`config.mk`:
```
export PLATFORM = sky130hd
export DESIGN_NAME = word_framer
export DESIGN_NICKNAME = d
export VERILOG_FILES = /design/src/rtl/word_link_pkg.sv /design/src/rtl/word_fifo.sv /design/src/rtl/word_framer.sv
export SDC_FILE = /design/constraint.sdc
export NUM_CORES = 1
export LEC_CHECK = 0
export CORE_AREA = 2 2 140 142
export CTS_CLUSTER_DIAMETER = 100
export DETAILED_ROUTE_END_ITERATION = 8
export DIE_AREA = 0 0 142 144
export PLACE_DENSITY = 0.86
export SLEW_MARGIN = 20
export SYNTH_ARGS = -nofsm -noshare
export SYNTH_HDL_FRONTEND = slang
export SYNTH_SLANG_ARGS = --single-unit
export TNS_END_PERCENT = 100
```
`constraint.sdc`:
```
create_clock -name CLK -period 6.4 [get_ports CLK]
set_input_delay 0.96 -clock CLK [delete_from_list [all_inputs] [get_ports CLK]]
set_output_delay 0.96 -clock CLK [all_outputs]
set_load 0.1 [all_outputs]
```
`src/rtl/word_link_pkg.sv`:
```
`default_nettype none
// ============================================================================
// Module      : word_link_pkg
// Description : Shared sync word and framer state encoding for the word link.
// Revision    : 1.0 - initial release
// ============================================================================
package word_link_pkg;

    localparam int          WORD_W    = 32;
    localparam logic [31:0] SYNC_WORD = 32'hF731_8CEF;

    typedef enum logic [1:0] {
        ST_INIT = 2'd0,
        ST_SYNC = 2'd1,
        ST_DATA = 2'd2
    } state_t;

endpackage
`default_nettype wire

```
`src/rtl/word_fifo.sv`:
```
`default_nettype none
// ============================================================================
// Module      : word_fifo
// Description : Synchronous payload FIFO with flush and registered full flag.
// Revision    : 1.0 - initial release
// ============================================================================
module word_fifo
    import word_link_pkg::*;
#(
    parameter int DEPTH = 8
) (
    input  logic              clk,
    input  logic              rst_n,
    input  logic              i_flush,
    input  logic              i_push,
    input  logic [WORD_W-1:0] i_din,
    input  logic              i_pop,
    output logic [WORD_W-1:0] o_head,
    output logic              o_empty,
    output logic              o_full
);

    localparam int AW = $clog2(DEPTH);
    localparam int CW = AW + 1;

    logic [WORD_W-1:0] mem_q [DEPTH];
    logic [AW-1:0]     wr_ptr_q, wr_ptr_d;
    logic [AW-1:0]     rd_ptr_q, rd_ptr_d;
    logic [CW-1:0]     count_q,  count_d;
    logic              full_q,   full_d;
    logic              w_do_push;
    logic              w_do_pop;

    assign o_empty   = (count_q == '0);
    assign w_do_push = i_push && !full_q && !i_flush;
    assign w_do_pop  = i_pop && !o_empty && !i_flush;
    assign o_head    = mem_q[rd_ptr_q];
    assign o_full    = full_q;

    always_comb begin
        wr_ptr_d = wr_ptr_q;
        rd_ptr_d = rd_ptr_q;
        count_d  = count_q;
        if (i_flush) begin
            wr_ptr_d = '0;
            rd_ptr_d = '0;
            count_d  = '0;
        end else begin
            if (w_do_push) wr_ptr_d = wr_ptr_q + AW'(1);
            if (w_do_pop)  rd_ptr_d = rd_ptr_q + AW'(1);
            case ({w_do_push, w_do_pop})
                2'b10:   count_d = count_q + CW'(1);
                2'b01:   count_d = count_q - CW'(1);
                default: count_d = count_q;
            endcase
        end
        // Registered from the next count so FULL always mirrors count==DEPTH.
        full_d = (count_d == CW'(DEPTH));
    end

    always_ff @(posedge clk or negedge rst_n) begin
        if (!rst_n) begin
            wr_ptr_q <= '0;
            rd_ptr_q <= '0;
            count_q  <= '0;
            full_q   <= 1'b0;
        end else begin
            wr_ptr_q <= wr_ptr_d;
            rd_ptr_q <= rd_ptr_d;
            count_q  <= count_d;
            full_q   <= full_d;
        end
    end

    always_ff @(posedge clk) begin
        if (w_do_push) mem_q[wr_ptr_q] <= i_din;
    end

endmodule
`default_nettype wire

```
`src/rtl/word_framer.sv`:
```
`default_nettype none
// ============================================================================
// Module      : word_framer
// Description : Transmit framer: sync-word preamble, then buffered payload.
// Revision    : 1.0 - initial release
// ============================================================================
module word_framer
    import word_link_pkg::*;
#(
    parameter int SYNC_COUNT = 2,
    parameter int FIFO_DEPTH = 8
) (
    input  logic        CLK,
    input  logic        RSTX,
    input  logic        PHY_INIT,
    input  logic        TX_EN,
    input  logic        DIPUSH,
    input  logic [31:0] DIN,
    output logic        FULL,
    output logic        DOPUSH,
    output logic [31:0] DOUT,
    output logic        SYNC_DONE,
    output logic        OVERFLOW
);

    localparam int SCW = $clog2(SYNC_COUNT + 1);

    state_t            state_q,     state_d;
    logic [SCW-1:0]    cnt_q,       cnt_d;
    logic              dopush_q,    dopush_d;
    logic [WORD_W-1:0] dout_q,      dout_d;
    logic              sync_done_q, sync_done_d;
    logic              overflow_q,  overflow_d;

    logic              w_pop;
    logic              w_fifo_empty;
    logic              w_fifo_full;
    logic [WORD_W-1:0] w_fifo_head;

    word_fifo #(
        .DEPTH (FIFO_DEPTH)
    ) u_fifo (
        .clk     (CLK),
        .rst_n   (RSTX),
        .i_flush (PHY_INIT),
        .i_push  (DIPUSH),
        .i_din   (DIN),
        .i_pop   (w_pop),
        .o_head  (w_fifo_head),
        .o_empty (w_fifo_empty),
        .o_full  (w_fifo_full)
    );

    always_comb begin
        state_d    = state_q;
        cnt_d      = cnt_q;
        dopush_d   = 1'b0;
        dout_d     = dout_q;
        overflow_d = overflow_q;
        w_pop      = 1'b0;
        if (PHY_INIT) begin
            state_d    = ST_INIT;
            cnt_d      = '0;
            overflow_d = 1'b0;
        end else begin
            // The drop decision uses the registered FULL, so a same-cycle pop cannot rescue it.
            if (DIPUSH && w_fifo_full) overflow_d = 1'b1;
            case (state_q)
                ST_INIT: state_d = ST_SYNC;
                ST_SYNC: begin
                    if (TX_EN) begin
                        dopush_d = 1'b1;
                        dout_d   = SYNC_WORD;
                        cnt_d    = cnt_q + SCW'(1);
                        if (cnt_q == SCW'(SYNC_COUNT - 1)) state_d = ST_DATA;
                    end
                end
                ST_DATA: begin
                    if (TX_EN && !w_fifo_empty) begin
                        w_pop    = 1'b1;
                        dopush_d = 1'b1;
                        dout_d   = w_fifo_head;
                    end
                end
                default: state_d = ST_SYNC;
            endcase
        end
        sync_done_d = (state_d == ST_DATA);
    end

    always_ff @(posedge CLK or negedge RSTX) begin
        if (!RSTX) begin
            state_q     <= ST_SYNC;
            cnt_q       <= '0;
            dopush_q    <= 1'b0;
            dout_q      <= '0;
            sync_done_q <= 1'b0;
            overflow_q  <= 1'b0;
        end else begin
            state_q     <= state_d;
            cnt_q       <= cnt_d;
            dopush_q    <= dopush_d;
            dout_q      <= dout_d;
            sync_done_q <= sync_done_d;
            overflow_q  <= overflow_d;
        end
    end

    assign FULL      = w_fifo_full;
    assign DOPUSH    = dopush_q;
    assign DOUT      = dout_q;
    assign SYNC_DONE = sync_done_q;
    assign OVERFLOW  = overflow_q;

endmodule
`default_nettype wire
```
After elaboration in Yosys (flattened, before gate mapping)
Memory sizes are Yosys's and may differ from the RTL's.
Index checks and enable logic that the tools add are counted.
{"block": "word_totals", "input_bits": 37, "latch_bits": 0, "mem_count": 1, "mem_bits_ro": 0, "elab_cells": 70, "reg_bits": 50, "ram_bits": 256, "output_inout_bits": 36}
{"memory": "u_fifo.mem_q", "words": 8, "width": 32, "read_ports": 1, "rd_clocked_by_memory_dff": 0, "wr": 1, "line_no": "word_fifo.sv:26", "text": "logic [WORD_W-1:0] mem_q [DEPTH];"}
{"block": "op_classes", "n_lt_le_gt_ge": 0, "n_div": 0, "n_eq_ne": 9, "n_mux": 26, "n_reduce_logical": 18, "shifts": 0, "add_sub_neg": 5, "bitwise_logic": 1, "n_mul": 0}
{"operator": "$mux 32", "count": 2}
{"operator": "$pmux 32 s2", "count": 1}
{"operator": "$mux 2", "count": 6}
{"operator": "$mux 3", "count": 4}
{"operator": "$reduce_bool 2->1", "count": 6}
{"operator": "$mux 1", "count": 9}
{"operator": "$pmux 4 s2", "count": 1}
{"operator": "$add 3x1->3 const B", "count": 2}
{"operator": "$eq 2x1->1 const B", "count": 3}
{"operator": "$eq 2x2->1 const B", "count": 3}
{"operator": "$logic_and 1x1->1", "count": 6}
{"operator": "$add 4x1->4 const B", "count": 1}
{"operator": "$eq 4x4->1 const B", "count": 1}
{"operator": "$logic_not 4->1", "count": 1}
{"operator": "$mux 4", "count": 1}
{"operator": "$ne 2x2->1 const B", "count": 2}
{"operator": "$pmux 2 s2", "count": 1}
{"operator": "$reduce_and 4->1", "count": 1}
{"operator": "$sub 4x1->4 const B", "count": 1}
{"operator": "$logic_not 1->1", "count": 3}
{"operator": "$add 2x1->2 const B", "count": 1}
{"operator": "$pmux 1 s2", "count": 1}
{"operator": "$reduce_and 2->1", "count": 1}
{"operator": "$not 1->1", "count": 1}

Logic depth before layout (Yosys ltp)
{"block": "logic_depth", "word_depth": 12, "mapped_depth": 14, "mapped_depth_nobuf": 13}

Hierarchy
Synthesis repeated with hierarchy kept, for this count alone.
{"block": "unflattened", "hier_cells": 596, "area_unflattened_um2": 12117.9}
{"module": "word_fifo", "cells_each": 443, "instances": 1, "seq_area_each_um2": 7962.6, "area_each_um2": 10293.6}
{"module": "word_framer", "cells_each": 153, "instances": 1, "seq_area_each_um2": 977.2, "area_each_um2": 1824.2}

Worst setup path before layout
OpenSTA, ideal clock, no wires.
{"block": "synth_path", "path_type": "input to register", "from": "in PHY_INIT", "to": "mem u_fifo.mem_q[0][0] (enable)", "n_path_buf": 1, "required_time_ns": 5.939, "setup_time_ns": 0.461, "arrival_time_ns": 3.780, "path_stages": 3, "slack_ns": 2.159, "cell_sequence": "clkbuf_1 > or3_1 > nor3_1"}
{"block": "synth_via", "elab_chain_cells": 4}
{"item": "start, declared", "line_no": "word_framer.sv:15", "text": "input logic PHY_INIT,"}
{"item": "$logic_not 1->1", "line_no": "word_fifo.sv:35", "text": "assign w_do_push = i_push && !full_q && !i_flush;"}
{"item": "$logic_and 1x1->1", "line_no": "word_fifo.sv:35"}
{"item": "$mux 1", "line_no": "word_fifo.sv:76", "text": "if (w_do_push) mem_q[wr_ptr_q] <= i_din;"}
{"item": "$mux 1 (implied by the code)", "line_no": "word_fifo.sv:76"}
{"item": "end, declared", "line_no": "word_fifo.sv:26"}
No other way between the ends.

Worst setup path after layout
{"block": "layout_path", "from": "in PHY_INIT", "to": "reg u_fifo.full_q, in the netlist u_fifo.o_full"}
{"block": "layout_via", "elab_chain_cells": 7, "word_cells_on_any_way": 10, "classes_between": "eq/ne (3); mux (3); reduce/logical (4)"}
{"item": "$mux 1", "line_no": "word_framer.sv:61", "text": "if (PHY_INIT) begin"}
{"item": "$logic_and 1x1->1 (2 in series)", "line_no": "word_fifo.sv:36", "text": "assign w_do_pop = i_pop && !o_empty && !i_flush;"}
{"item": "$eq 2x1->1 or $eq 2x2->1 (tied branches)", "line_no": "word_fifo.sv:51", "text": "case ({w_do_push, w_do_pop})"}
{"item": "$pmux 4 s2", "line_no": "word_fifo.sv:51"}
{"item": "$mux 4 *", "line_no": "word_fifo.sv:44", "text": "if (i_flush) begin"}
{"item": "named net u_fifo.count_d[2]", "line_no": "word_fifo.sv:29", "text": "logic [CW-1:0] count_q, count_d;"}
{"item": "$eq 4x4->1 *", "line_no": "word_fifo.sv:58", "text": "full_d = (count_d == CW'(DEPTH));"}
{"item": "named net u_fifo.full_d", "line_no": "word_fifo.sv:30", "text": "logic full_q, full_d;"}
{"item": "end signal, assigned", "line_no": "word_fifo.sv:71", "text": "full_q <= full_d;"}
{"item": "end, declared", "line_no": "word_fifo.sv:30"}
Mark *: on every way through the listed nets, which the timed path passes. The rest lies on a longest branch.
A chain may end at the register's enable or synchronous reset.

==> results.cfg <==
[global_routing]
grt_pass1_wl_um = 36700
grt_pass1_vias = 6352
grt_max_degree = 67
antenna_found_initial = 0
grt_usage_pct = 24.3
grt-ovfl-total = 0

[sta]
period_needed_ps = 4350
setup_tns_ps = 0
drv_slew = 0
setup_violations = 0
fmax_mhz = 230
slew-limit-headroom_pct = 32.5
finClkSkew_ps = 17.6
rsz0062_at_grt = no
min_period_over_period_pct = 68.0
final-hold-violation-count = 0
max_slew.worst_pin.slew_ps = 1010

[worst_setup_path]
worstSetupPathType = in -> reg
crit_family = buffers and inverters
cp_num_buf_inv = 2
end_kind = flip-flop
crit_chain = clkdlybuf4s50_1 > nand2b_2 > inv_1 > ha_1 > xor2_1 > ha_1 > a21oi_1 > xor2_1 > o21ai_0 > a21oi_1 > nor3_1
slowest_stage = inv_1
worstPathRequired_ps = 6840
path_max_fanout = 22
critPathMaxStageDelay_ps = 800
startpoint_type = primary input
crit_arrival_ps = 4800

[clock_network]
clk_pin_slew_ps = 60
cts_sinks = 306
cts_hold_buffers = 0
insertion_delay_ps = 540
cts-resized-gates = 0
htreeDepth = 1
cts_buffer_depth = 3
cts_root_buffer = clkbuf_16
cts_setup_buffers = 0
cts_tree = done
cts_inserted_buffers = 30

[job]
maxCapViolCount = 0

[synthesis]
synth_warnings = 0
synth_fp_nets = 628
synth.avg_cell_area_um2 = 20.1
synthSimpleGateAreaFrac_pct = 2.87
synthesis.instances = 583
ys_ff_latch = 306
synth-xor-area-share_pct = 0.673
yosysSeqAreaShare_pct = 76.3
synthAdderAreaFrac_pct = 0.855
synth.distinct_cells = 36
synth_top_family_by_area = multiplexers
netlist_area_um2 = 11700
synthMuxAreaShare_pct = 15.2
synth_compound_area_share_pct = 2.51

[final_layout]
final-instance-count-excl-fill = 935
fin_nets = 718
area_growth_syn_to_layout_pct = 18.5
diodes = 0
drive_gt1_share_pct = 19.9

[floorplanning]
ios = 73
core-area_um2 = 19100
die-area_um2 = 20400
initial_utilization_pct = 61.4
die-height_um = 144
rows = 51
die_w_um = 142

[routing]
vias_per_cell = 6.32
route.detailed.drc = 0
routed_wirelength_um = 24700
ant_nets = 0
wl_per_cell_um = 26.4
vias = 5907
drt_iter0_markers = 481
firstDrtPassIters = 5

[run_status]
outcome = completed

[min_path]
hold_class = reg -> reg

[placement]
gp_congestion = 0.753
place.port_buffers = 72
dp.cells = 873
dp_hpwl_um = 12500

[pwr]
leakagePower_nw = 4.50
max-vdd-ir-drop_mv = 0.282
power_density_nw_per_um2 = 300
synth_stat cells:
cell type	count	area, um2
a211oi_1	1	7.51
a21o_1	2	15.0
a21oi_1	28	140
a311oi_1	1	8.76
a31oi_1	1	6.26
and2_1	1	6.26
buf_2	11	55.1
buf_4	7	52.6
buf_6	2	22.5
clkbuf_1	5	18.8
clkbuf_2	1	5.00
dfrtp_1	49	1230
dfstp_2	1	26.3
edfxtp_1	256	7690
ha_1	8	100
inv_1	7	26.3
mux2i_1	34	340
mux4_2	64	1440
nand2_1	23	86.3
nand2b_1	3	18.8
nand2b_2	1	8.76
nand3_1	1	5.00
nand3b_1	1	7.51
nor2_1	36	135
nor2_2	1	6.26
nor2b_1	2	12.5
nor3_1	5	25.0
o21a_1	1	7.51
o21ai_0	14	70.1
o21ai_2	1	8.76
o311a_4	1	21.3
o311ai_0	1	8.76
or2_1	1	6.26
or3_1	3	18.8
xnor2_1	3	26.3
xor2_1	6	52.6
per-layer routing:
metal  up-vias  wire [um]  GRT usage, %
li1       2502          -             -
met1      3138      10100          33.3
met2       236      12900          41.7
met3        31       1390          3.54
met4         0        375          6.89
met5         -          0             0
cell families (layout without fill, tap and decap cells):
logic type | after synthesis | after routing
flops | 306 | 306
mux | 98 | 98
simple gates | 78 | 78
compound gates | 51 | 51
buf+inv | 33 | 147
xor+xnor | 9 | 9
fa+ha+maj | 8 | 8
per-stage QoR:
stage	utilization, %	hold slack (ps)	worst slack (ps)	instance area, um2	power, mW
final	72.7	498	2050	13900	4.16
after global routing	72.7	543	1790	13900	4.26
after CTS	71.9	491	2180	13700	4.17
after detailed placement	66.4	475	1670	12700	2.37
after global placement	66.4	472	1970	12700	2.35
after floorplan	-	475	2160	11700	2.29
sequential cells by signal, indices dropped and copies added (netlist names):
name / cells
state_q: 2
u_fifo.rd_ptr_q: 3
cnt_q: 2
OVERFLOW: 1
DOUT: 32
u_fifo.wr_ptr_q: 3
DOPUSH: 1
SYNC_DONE: 1
u_fifo.o_full: 1
u_fifo.mem_q: 256
u_fifo.count_q: 4
worst reg2reg max path, cell delays in order, from the launching register on:
cell,delay [ps]
dfrtp_1,450
or2_1,280
o311a_4,350
nand2b_2,280
inv_1,530
ha_1,480
xor2_1,200
ha_1,190
a21oi_1,160
xor2_1,110
o21ai_0,280
a21oi_1,160
nor3_1,280
power breakdown:
group / switching (mW) / internal, mW
sequential: 0.0123 / 2.19
combinational: 0.0809 / 0.0464
clock: 0.721 / 1.11
total: 0.814 / 3.34
path summary, 6_finish.rpt:
path,cells past startpoint,slack (ps),start,end
max,11,2050,PHY_INIT,u_fifo.o_full$_DFF_PN0_
min,2,500,DOUT[17]$_DFFE_PN0P_,DOUT[17]$_DFFE_PN0P_
max reg2reg,12,2560,u_fifo.count_q[2]$_DFF_PN0_,u_fifo.o_full$_DFF_PN0_
min reg2reg,2,500,DOUT[17]$_DFFE_PN0P_,DOUT[17]$_DFFE_PN0P_
max in group asynchronous,2,5330,RSTX,u_fifo.rd_ptr_q[0]$_DFFE_PN0P_
min in group asynchronous,2,560,RSTX,cnt_q[0]$_DFFE_PN0P_
cells in the final DEF (no fill, tap or decap), types with 2 or more instances in the layout:
| cell | count |
|---|---|
| edfxtp_1 | 256 |
| clkdlybuf4s50_1 | 71 |
| mux4_2 | 64 |
| dfrtp_1 | 46 |
| mux2i_1 | 34 |
| clkbuf_16 | 31 |
| nor2_1 | 30 |
| a21oi_1 | 28 |
| nand2_1 | 23 |
| o21ai_0 | 14 |
| ha_1 | 8 |
| inv_1 | 7 |
| xor2_1 | 6 |
| nor2_4 | 6 |
| clkbuf_1 | 6 |
| buf_4 | 6 |
| clkbuf_8 | 5 |
| bufinv_16 | 4 |
| clkinv_1 | 4 |
| or3_1 | 3 |
| nor3_1 | 3 |
| xnor2_1 | 3 |
| nand2b_1 | 3 |
| clkinv_2 | 3 |
| buf_16 | 3 |
| buf_12 | 3 |
| a21o_1 | 2 |
| nor3_2 | 2 |
| nor2b_1 | 2 |
| dfrtp_4 | 2 |
area by class of cell:
cell class	count	area (um2)
well taps	238	298
repair buffers	84	903
clock inverters	14	183
clock buffers	42	867
flip-flops and latches	306	8950
inverters	7	26.3
fillers	1021	5210
multi-input cells	244	2650
Power figures use the tool's default switching activity.
